File: config.mk
export PLATFORM = sky130hd
export DESIGN_NAME = tmds_dec
export DESIGN_NICKNAME = d
export VERILOG_FILES = /design/src/rtl/tmds_pkg.sv /design/src/rtl/tmds_dec_char.sv /design/src/rtl/tmds_dec.sv
export SDC_FILE = /design/constraint.sdc
export NUM_CORES = 1
export LEC_CHECK = 0
export ABC_AREA = 1
export ABC_CLOCK_PERIOD_IN_PS = 2200
export CORE_MARGIN = 3
export CORE_UTILIZATION = 35
export DETAILED_ROUTE_END_ITERATION = 16
export MAX_ROUTING_LAYER = met4
export SLEW_MARGIN = 5
export SYNTH_ARGS = -nofsm -noshare
export SYNTH_HDL_FRONTEND = slang
export SYNTH_SLANG_ARGS = --single-unit
File: constraint.sdc
create_clock -name clk_i -period 2.2 [get_ports clk_i]
set_clock_uncertainty 0.05 [all_clocks]
set_input_delay 0.22 -clock clk_i [delete_from_list [all_inputs] [get_ports clk_i]]
set_output_delay 0.22 -clock clk_i [all_outputs]
set_load 0.02 [all_outputs]
File: src/rtl/tmds_pkg.sv
// Shared TMDS definitions: control tokens, control-code type and decoder FSM states.
package tmds_pkg;

  localparam logic [9:0] TOK_C00 = 10'h354;
  localparam logic [9:0] TOK_C01 = 10'h0AB;
  localparam logic [9:0] TOK_C10 = 10'h154;
  localparam logic [9:0] TOK_C11 = 10'h2AB;

  typedef enum logic [1:0] {
    CTRL_00 = 2'b00,
    CTRL_01 = 2'b01,
    CTRL_10 = 2'b10,
    CTRL_11 = 2'b11
  } ctrl_t;

  typedef enum logic [1:0] {
    ST_SEARCH    = 2'b00,
    ST_SLIP_WAIT = 2'b01,
    ST_LOCKED    = 2'b10
  } state_t;

  function automatic int max2(input int a, input int b);
    return (a > b) ? a : b;
  endfunction

endpackage

File: src/rtl/tmds_dec_char.sv
// Combinational 10b character classification (control token vs data) and 10b-to-8b data decode.
module tmds_dec_char
  import tmds_pkg::*;
(
  input  logic [9:0] word,
  output logic       tok,
  output ctrl_t      code,
  output logic [7:0] data
);

  logic [8:0] q;

  always_comb begin
    tok  = 1'b1;
    code = CTRL_00;
    case (word)
      TOK_C00: code = CTRL_00;
      TOK_C01: code = CTRL_01;
      TOK_C10: code = CTRL_10;
      TOK_C11: code = CTRL_11;
      default: tok = 1'b0;
    endcase

    // Bit 9 flags a DC-balance inversion of the low byte; bit 8 selects XOR vs XNOR chaining.
    q = word[9] ? {word[8], ~word[7:0]} : word[8:0];
    data[0] = q[0];
    for (int i = 1; i < 8; i++) begin
      data[i] = q[8] ? (q[i] ^ q[i-1]) : ~(q[i] ^ q[i-1]);
    end
  end

endmodule

File: src/rtl/tmds_dec.sv
// TMDS channel decoder: character alignment FSM with bitslip requests and a 2-stage decode pipeline.
module tmds_dec
  import tmds_pkg::*;
#(
  parameter int SEARCH_TIMEOUT = 2048,
  parameter int SLIP_WAIT      = 4,
  parameter int TOKEN_MIN      = 8,
  parameter int LOCK_LOSS      = 8192
) (
  input  logic       clk_i,
  input  logic       rst_n_i,
  input  logic [9:0] tmds_word_i,
  output logic       bitslip_o,
  output logic       locked_o,
  output logic       de_o,
  output logic [1:0] ctrl_o,
  output logic [7:0] data_o
);

  localparam int CMAX = max2(max2(SEARCH_TIMEOUT, LOCK_LOSS), max2(SLIP_WAIT, TOKEN_MIN));
  localparam int CW   = $clog2(CMAX + 1);

  logic       c_tok;
  ctrl_t      c_code;
  logic [7:0] c_data;

  tmds_dec_char u_char (
    .word (tmds_word_i),
    .tok  (c_tok),
    .code (c_code),
    .data (c_data)
  );

  // Stage 1 carries the character already classified and decoded.
  logic       s1_tok;
  ctrl_t      s1_code;
  logic [7:0] s1_data;

  state_t          state_q, state_d;
  logic [CW-1:0]   miss_q, miss_d;  // SEARCH misses; consecutive non-tokens while LOCKED
  logic [CW-1:0]   run_q, run_d;    // SEARCH token run; settle count in SLIP_WAIT
  logic            slip_q, slip_d;

  function automatic logic [CW-1:0] sat_inc(input logic [CW-1:0] v);
    return (&v) ? v : v + CW'(1);
  endfunction

  always_comb begin
    state_d = state_q;
    miss_d  = miss_q;
    run_d   = run_q;
    slip_d  = 1'b0;
    unique case (state_q)
      ST_SEARCH: begin
        if (s1_tok) begin
          miss_d = '0;
          if (run_q == CW'(TOKEN_MIN - 1)) begin
            run_d   = '0;
            state_d = ST_LOCKED;
          end else begin
            run_d = sat_inc(run_q);
          end
        end else begin
          run_d = '0;
          if (miss_q == CW'(SEARCH_TIMEOUT - 1)) begin
            miss_d  = '0;
            slip_d  = 1'b1;
            state_d = ST_SLIP_WAIT;
          end else begin
            miss_d = sat_inc(miss_q);
          end
        end
      end
      ST_SLIP_WAIT: begin
        if (run_q == CW'(SLIP_WAIT - 1)) begin
          run_d   = '0;
          state_d = ST_SEARCH;
        end else begin
          run_d = sat_inc(run_q);
        end
      end
      ST_LOCKED: begin
        if (s1_tok) begin
          miss_d = '0;
        end else if (miss_q == CW'(LOCK_LOSS - 1)) begin
          miss_d  = '0;
          state_d = ST_SEARCH;
        end else begin
          miss_d = sat_inc(miss_q);
        end
      end
      default: begin
        miss_d  = '0;
        run_d   = '0;
        state_d = ST_SEARCH;
      end
    endcase
  end

  always_ff @(posedge clk_i or negedge rst_n_i) begin
    if (!rst_n_i) begin
      s1_tok  <= 1'b0;
      s1_code <= CTRL_00;
      s1_data <= '0;
      state_q <= ST_SEARCH;
      miss_q  <= '0;
      run_q   <= '0;
      slip_q  <= 1'b0;
      de_o    <= 1'b0;
      ctrl_o  <= '0;
      data_o  <= '0;
    end else begin
      s1_tok  <= c_tok;
      s1_code <= c_code;
      s1_data <= c_data;
      state_q <= state_d;
      miss_q  <= miss_d;
      run_q   <= run_d;
      slip_q  <= slip_d;
      // Outputs stay quiet until aligned; ctrl holds through data periods.
      if (state_q != ST_LOCKED) begin
        de_o   <= 1'b0;
        ctrl_o <= '0;
        data_o <= '0;
      end else if (s1_tok) begin
        de_o   <= 1'b0;
        ctrl_o <= s1_code;
        data_o <= '0;
      end else begin
        de_o   <= 1'b1;
        data_o <= s1_data;
      end
    end
  end

  assign bitslip_o = slip_q;
  assign locked_o  = (state_q == ST_LOCKED);

endmodule

==> results.cfg, run 1 <==
[run_status]
outcome = completed

[global_route]
grtUsageTotal = 0.1481
antenna_found_initial = 0
top_usage_layer = met2
gr-total-overflow = 0
grt_max_degree = 26
grt_pass1_wl_mm = 11.74
grtUsageMet2 = 0.2222
met1_usage = 0.2083
grt_pass1_vias = 2502
grtUsageMet3 = 0.02154

[cts]
clockBufferDepth = 2
cts_root_buffer = clkbuf_8
cts.sinks = 53
ctsResizeCount = 0
post_cts_buffers = 0
cts_hold_buf = 1
htree_levels = 2
cts-buffers-inserted = 5
tritoncts = yes
worstSkewPairLatency_ns = 0.32
clkSlewWorstSetupHoldPaths_ns = 0.11

[sta]
setup_viol_count_final = 0
setup_tns_ns = 0
hold-worst-slack_ns = 0.2758
period_needed_ns = 1.928
max_freq_mhz = 518.6
hold_violations = 0
rsz0062_at_grt = false
drv_slew = 0
min_period_over_period = 0.8765
slew_headroom = 0.7478
setup_slack_ns = 0.2718
tightest_slew_ns = 0.3771

[placed_design]
pre_cts_ws_ns = 0.3448
place_congestion = 0.8662
post-place-cells = 534
portBuffers = 24
post-dp-hpwl_mm = 4.856

[floorplan]
die_y_um = 99.86
rows = 33
die_area_um2 = 9971
num_io_pins = 25
die_width_um = 99.86
core_area_um2 = 8382
start_util = 0.3678

[route]
routedWlPerCell_um = 12.02
postRouteWirelength_mm = 6.525
first_pass_iters = 5
drt_iter0_markers = 126
drc = 0
ant_nets = 0
detail_route.vias_per_cell = 4.755
vias = 2582

[logic_synthesis]
syn-cell-area_um2 = 3083
yosys_most_used_dff = dfrtp_1
synthCells = 408
avgSynthCellArea_um2 = 7.556
yosys_warnings = 0
synth-edff-count = 0
synth-seq-cells = 53
ys_seq_area_frac = 0.4302
synth_nets = 428
async_flop_share = 1.000
ys_types = 35

[worst_setup_path]
path_class = reg -> out
cp.arrival_ns = 1.66
startpoint_type = register
crit_required_ns = 1.93
path_max_fanout = 8
cp-end-kind = output port

[run]
cap_violations = 0

[layout]
num-fill-cells = 863
drive_gt1_frac = 0.08219
syn2layout_area_growth_pct = 15.71
fin_nets = 457
layout.cells.non_filler = 543
num_antenna_cells = 0

[power_and_ir_drop]
power_mw = 2.250
power_density_nw_per_um2 = 630.6
leakage_nw = 1.774
ir_drop_mv = 0.3903

[hold_path]
min_path_type = in -> async
==> cell families (layout without fill, tap and decap cells) <==
family / Yosys count / after routing / share of synthesized area
XOR/XNOR: 20 / 20 / 0.05682
adder cells (fa/ha/maj): 8 / 8 / 0.03247
multiplexers: 1 / 1 / 0.003247
AND/OR/NAND/NOR: 228 / 228 / 0.3291
buffers and inverters: 57 / 87 / 0.07386
AO/OA/AOI/OAI: 41 / 41 / 0.07427
flip-flops: 53 / 53 / 0.4302
==> registers in the layout (all words and copies together), names as in the netlist <==
register,flops
miss_q,14
run_q,14
data_o,8
s1_data,8
ctrl_o,2
s1_code,2
state_q,2
bitslip_o,1
de_o,1
s1_tok,1
==> stage by stage <==
step	utilization	cell area [um2]
3_3_place_gp	0.4105	3441
2_1_floorplan	-	3083
6_report	0.4256	3567
3_5_place_dp	0.4105	3441
4_1_cts	0.4256	3567
5_1_grt	0.4256	3567
==> report_power, final <==
group	internal [mW]	leakage, nW	switching (mW)	total, mW
logic	0.169	1.01	0.243	0.412
clock network	0.348	0.0591	0.351	0.699
registers	1.06	0.705	0.0780	1.14
total	1.58	1.77	0.672	2.25
==> final cells by class <==
class | instances | area (um2) | share of cell area
clock buffers | 5 | 68.82 | 0.01929
clock inverters | 3 | 47.55 | 0.01333
inverters | 50 | 188.9 | 0.05296
multi-input cells | 298 | 1529 | 0.4286
flip-flops and latches | 53 | 1326 | 0.3718
well taps | 105 | 131.4 | 0.03683
repair buffers | 29 | 275.3 | 0.07717
==> routing by layer <==
layer  vias up  part of all wire
li1       1348                 -
met1      1177              0.50
met2        53              0.46
met3         4             0.034
met4         0             0.011
met5         -                 0
==> path summary, 6_finish.rpt <==
path	start	endpoint	slack, ns	cells after the start
max	state_q[0]	locked_o	0.27	2
min	rst_n_i	run_q[5]	0.28	2
max reg2reg	miss_q[0]	miss_q[7]	0.32	11
min reg2reg	s1_code[0]	ctrl_o[0]	0.42	1
max in group asynchronous	rst_n_i	data_o[6]	1.18	3
min in group clk_i	s1_code[0]	ctrl_o[0]	0.42	1
==> layout by cell type (no fill, tap or decap), types with 2 or more instances in the layout <==
cell               n
nand3_1           29
nor2_2             4
inv_1             47
nand3b_1           2
xor2_1            15
clkbuf_8           5
o21ai_0           20
nor2_4             2
nand2_2            8
o211ai_1           2
o21ai_1            9
nor2_1            50
inv_2              2
ha_1               8
nand2_1          115
dfrtp_1           53
a22o_1             2
nor3_1             7
xnor2_1            5
clkdlybuf4s50_1   23
nand4_1            6
buf_4              4
inv_6              2
a21oi_1            3
o22ai_1            2
==> synthesized netlist by cell type, types with 2 or more instances <==
cell	n	area share
inv_1	47	0.057
nor2_1	50	0.061
o21ai_1	9	0.015
nor3_1	7	0.011
xnor2_1	5	0.014
nand2_1	115	0.14
ha_1	8	0.032
xor2_1	15	0.043
dfrtp_1	53	0.43
buf_2	3	0.0049
o22ai_1	2	0.0041
clkbuf_1	2	0.0024
nor2_2	4	0.0081
nand3_1	29	0.047
nand4_1	6	0.012
o21ai_0	20	0.032
inv_2	2	0.0024
o211ai_1	2	0.0049
nand3b_1	2	0.0049
nor2_4	2	0.0073
nand2_2	8	0.016
a22o_1	2	0.0057
a21oi_1	3	0.0049
==> worst max-delay path, cell delays in order, from the launching register on <==
cell and delay (ns):
dfrtp_1 0.46, nor2_4 0.25, clkdlybuf4s50_1 0.65
No activity file was read; power rests on OpenSTA's default activity.
==> run 2: changes to the inputs <==
--- a/config.mk
+++ b/config.mk
@@ -5,12 +5,10 @@
 export SDC_FILE = /design/constraint.sdc
 export NUM_CORES = 1
 export LEC_CHECK = 0
-export ABC_AREA = 1
 export ABC_CLOCK_PERIOD_IN_PS = 2200
-export CORE_MARGIN = 3
+export CORE_MARGIN = 2
 export CORE_UTILIZATION = 35
 export DETAILED_ROUTE_END_ITERATION = 16
-export MAX_ROUTING_LAYER = met4
 export SLEW_MARGIN = 5
 export SYNTH_ARGS = -nofsm -noshare
 export SYNTH_HDL_FRONTEND = slang
==> results.cfg, run 2 <==
[logic_synthesis]
yosys_most_used_dff = dfrtp_1
ys_seq_area_frac = 0.4836
synth-edff-count = 0
yosysMostFrequentCell = dfrtp_1
synth_top_area_frac = 0.4836
synth_nets = 302
synth-seq-cells = 53
avgSynthCellArea_um2 = 9.726
ys_top_cells_by_count = 53 x dfrtp_1, 24 x nor2_1, 21 x nand2_1
synth_area_leaders = dfrtp_1 48%, ha_1 3.6%, a21oi_1 3.5%
synth_top_area_cell = dfrtp_1
ys_types = 50
yosys_warnings = 0
synthCells = 282
syn-cell-area_um2 = 2743
async_flop_share = 1.000

[power_and_ir_drop]
power_mw = 2.154
power_density_nw_per_um2 = 658.8
leakage_nw = 1.382
ir_drop_mv = 0.2187

[global_route]
grtUsageTotal = 0.1376
grt_pass1_wl_mm = 9.597
gr-total-overflow = 0
grt_pass1_vias = 2106
antenna_found_initial = 0
grt_max_degree = 54

[floorplan]
die_y_um = 92.52
rows = 32
start_util = 0.3586
die_area_um2 = 8560
core_area_um2 = 7647
die_width_um = 92.52
num_io_pins = 25

[sta]
tightest_slew_ns = 0.6737
period_needed_ns = 2.065
rsz0062_at_grt = false
min_period_over_period = 0.9384
setup_tns_ns = 0
hold_violations = 0
slew_headroom = 0.5508
setup_viol_count_final = 0
drv_slew = 0
max_freq_mhz = 484.4

[layout]
mostFrequentLayoutCells = 53 x dfrtp_1, 24 x nor2_1, 23 x clkdlybuf4s50_1
num_antenna_cells = 0
top_regs = miss_q: 14 flops, run_q: 14 flops
drive_gt1_frac = 0.1101
layout.cells.non_filler = 420
fin_area_um2 = 3269
final_common_cell = dfrtp_1
syn2layout_area_growth_pct = 19.21
fin_nets = 337

[route]
vias = 2180
drc = 0
detail_route.vias_per_cell = 5.190
drt_iter0_markers = 93
ant_nets = 0
postRouteWirelength_mm = 5.378
routedWlPerCell_um = 12.80
first_pass_iters = 4

[worst_setup_path]
crit_required_ns = 2.38
startpoint_type = register
critPathTopFamily = simple AND/OR/NAND/NOR gates
crit_slowest_cell = or4b_1
path_max_fanout = 13
path_class = reg -> reg
cpPeakStageDelay_ns = 0.49
worst-path-buf-inv = 0
path_cells = and4_4, mux2_2, a211o_2, or4b_1, o211ai_1
cp.arrival_ns = 2.24
cp-end-kind = register

[placed_design]
place_congestion = 0.8659
post-place-cells = 411
post-dp-hpwl_mm = 3.891
postPlaceCellArea_um2 = 3163
portBuffers = 24

[cts]
clockBufferDepth = 2
post_cts_buffers = 0
worstSkewPairLatency_ns = 0.31
tritoncts = yes
htree_levels = 2
cts.sinks = 53
cts_root_buffer = clkbuf_8
clkSlewWorstSetupHoldPaths_ns = 0.10
cts-buffers-inserted = 5

[run_status]
outcome = completed

[run]
cap_violations = 0

[hold_path]
min_path_type = reg -> reg
-- run 2: cell count changes in the layout (fill, tap and decap cells not counted), sizes merged, moves of 6 or more --
cell | previous run | this run
nand2 | 124 | 21
inv | 51 | 16
nor2 | 57 | 25
o21ai | 30 | 14
a21oi | 4 | 19
nand3 | 31 | 16
xor2 | 15 | 4
buf | 5 | 15
and2 | 0 | 9
nor4 | 1 | 8
o22a | 0 | 6
-- run 2: cell families after synthesis --
group,after synthesis,share of synthesized area
flops,53,0.4836
xor+xnor,12,0.03832
fa+ha+maj,8,0.03650
simple gates,112,0.2295
compound gates,67,0.1588
mux,4,0.01551
buf+inv,26,0.03787
-- run 2: where the power goes --
| part | switching [mW] | total (mW) | leakage (nW) | internal, mW |
|---|---|---|---|---|
| Clock | 0.340 | 0.573 | 0.0452 | 0.233 |
| Combinational | 0.215 | 0.426 | 0.635 | 0.211 |
| Sequential | 0.0838 | 1.16 | 0.703 | 1.07 |
-- run 2: worst paths after layout --
kind / slack (ns) / end / start / cells after the start
hold / removal: 0.40 / data_o[3] / s1_data[3] / 1
setup / recovery: 0.14 / miss_q[6] / miss_q[12] / 5
hold reg to reg: 0.40 / data_o[3] / s1_data[3] / 1
max in group asynchronous: 1.15 / s1_data[7] / rst_n_i / 3
min in group asynchronous: 0.51 / bitslip_o / rst_n_i / 3
setup reg to reg: 0.14 / miss_q[6] / miss_q[12] / 5
-- run 2: final cells by class --
| type | count | area (um2) |
|---|---|---|
| Fill cell | 752 | 4378 |
| Sequential cell | 53 | 1326 |
| Multi-Input combinational cell | 203 | 1315 |
| Timing Repair Buffer | 39 | 350.3 |
| Tap cell | 102 | 127.6 |
| Clock buffer | 5 | 68.82 |
| Inverter | 15 | 56.30 |
| Clock inverter | 3 | 25.02 |
-- run 2: per-layer routing --
metal	vias to the layer above	track usage	wire, um
met5	-	0	0
met4	0	0.04478	43
met3	2	0.02197	165
met2	39	0.2372	2656
met1	1050	0.1765	2513
li1	1089	-	-
-- run 2: stage by stage --
step	utilization	setup WS, ns	hold WS, ns
floorplan	-	0.3511	-0.1256
global placement	0.4136	0.1489	0.3471
detailed placement	0.4136	0.1083	0.3406
CTS	0.4272	0.08331	0.4082
global route	0.4275	0.03448	0.4216
finish	0.4275	0.1355	0.3994
-- run 2: worst reg2reg max path, stage by stage (launching register included) --
cell	delay (ns)
dfrtp_1	0.43
and4_4	0.21
mux2_2	0.25
a211o_2	0.44
or4b_1	0.49
o211ai_1	0.11
-- run 2: repair_timing --
| item | 4_1_cts | 5_1_grt |
|---|---|---|
| setup endpoints to repair | 0 | 17 |
| endpoints found under the hold margin | 10 | 0 |
| gates resized for setup | 0 | 2 |
| hold buffers | 1 | 0 |
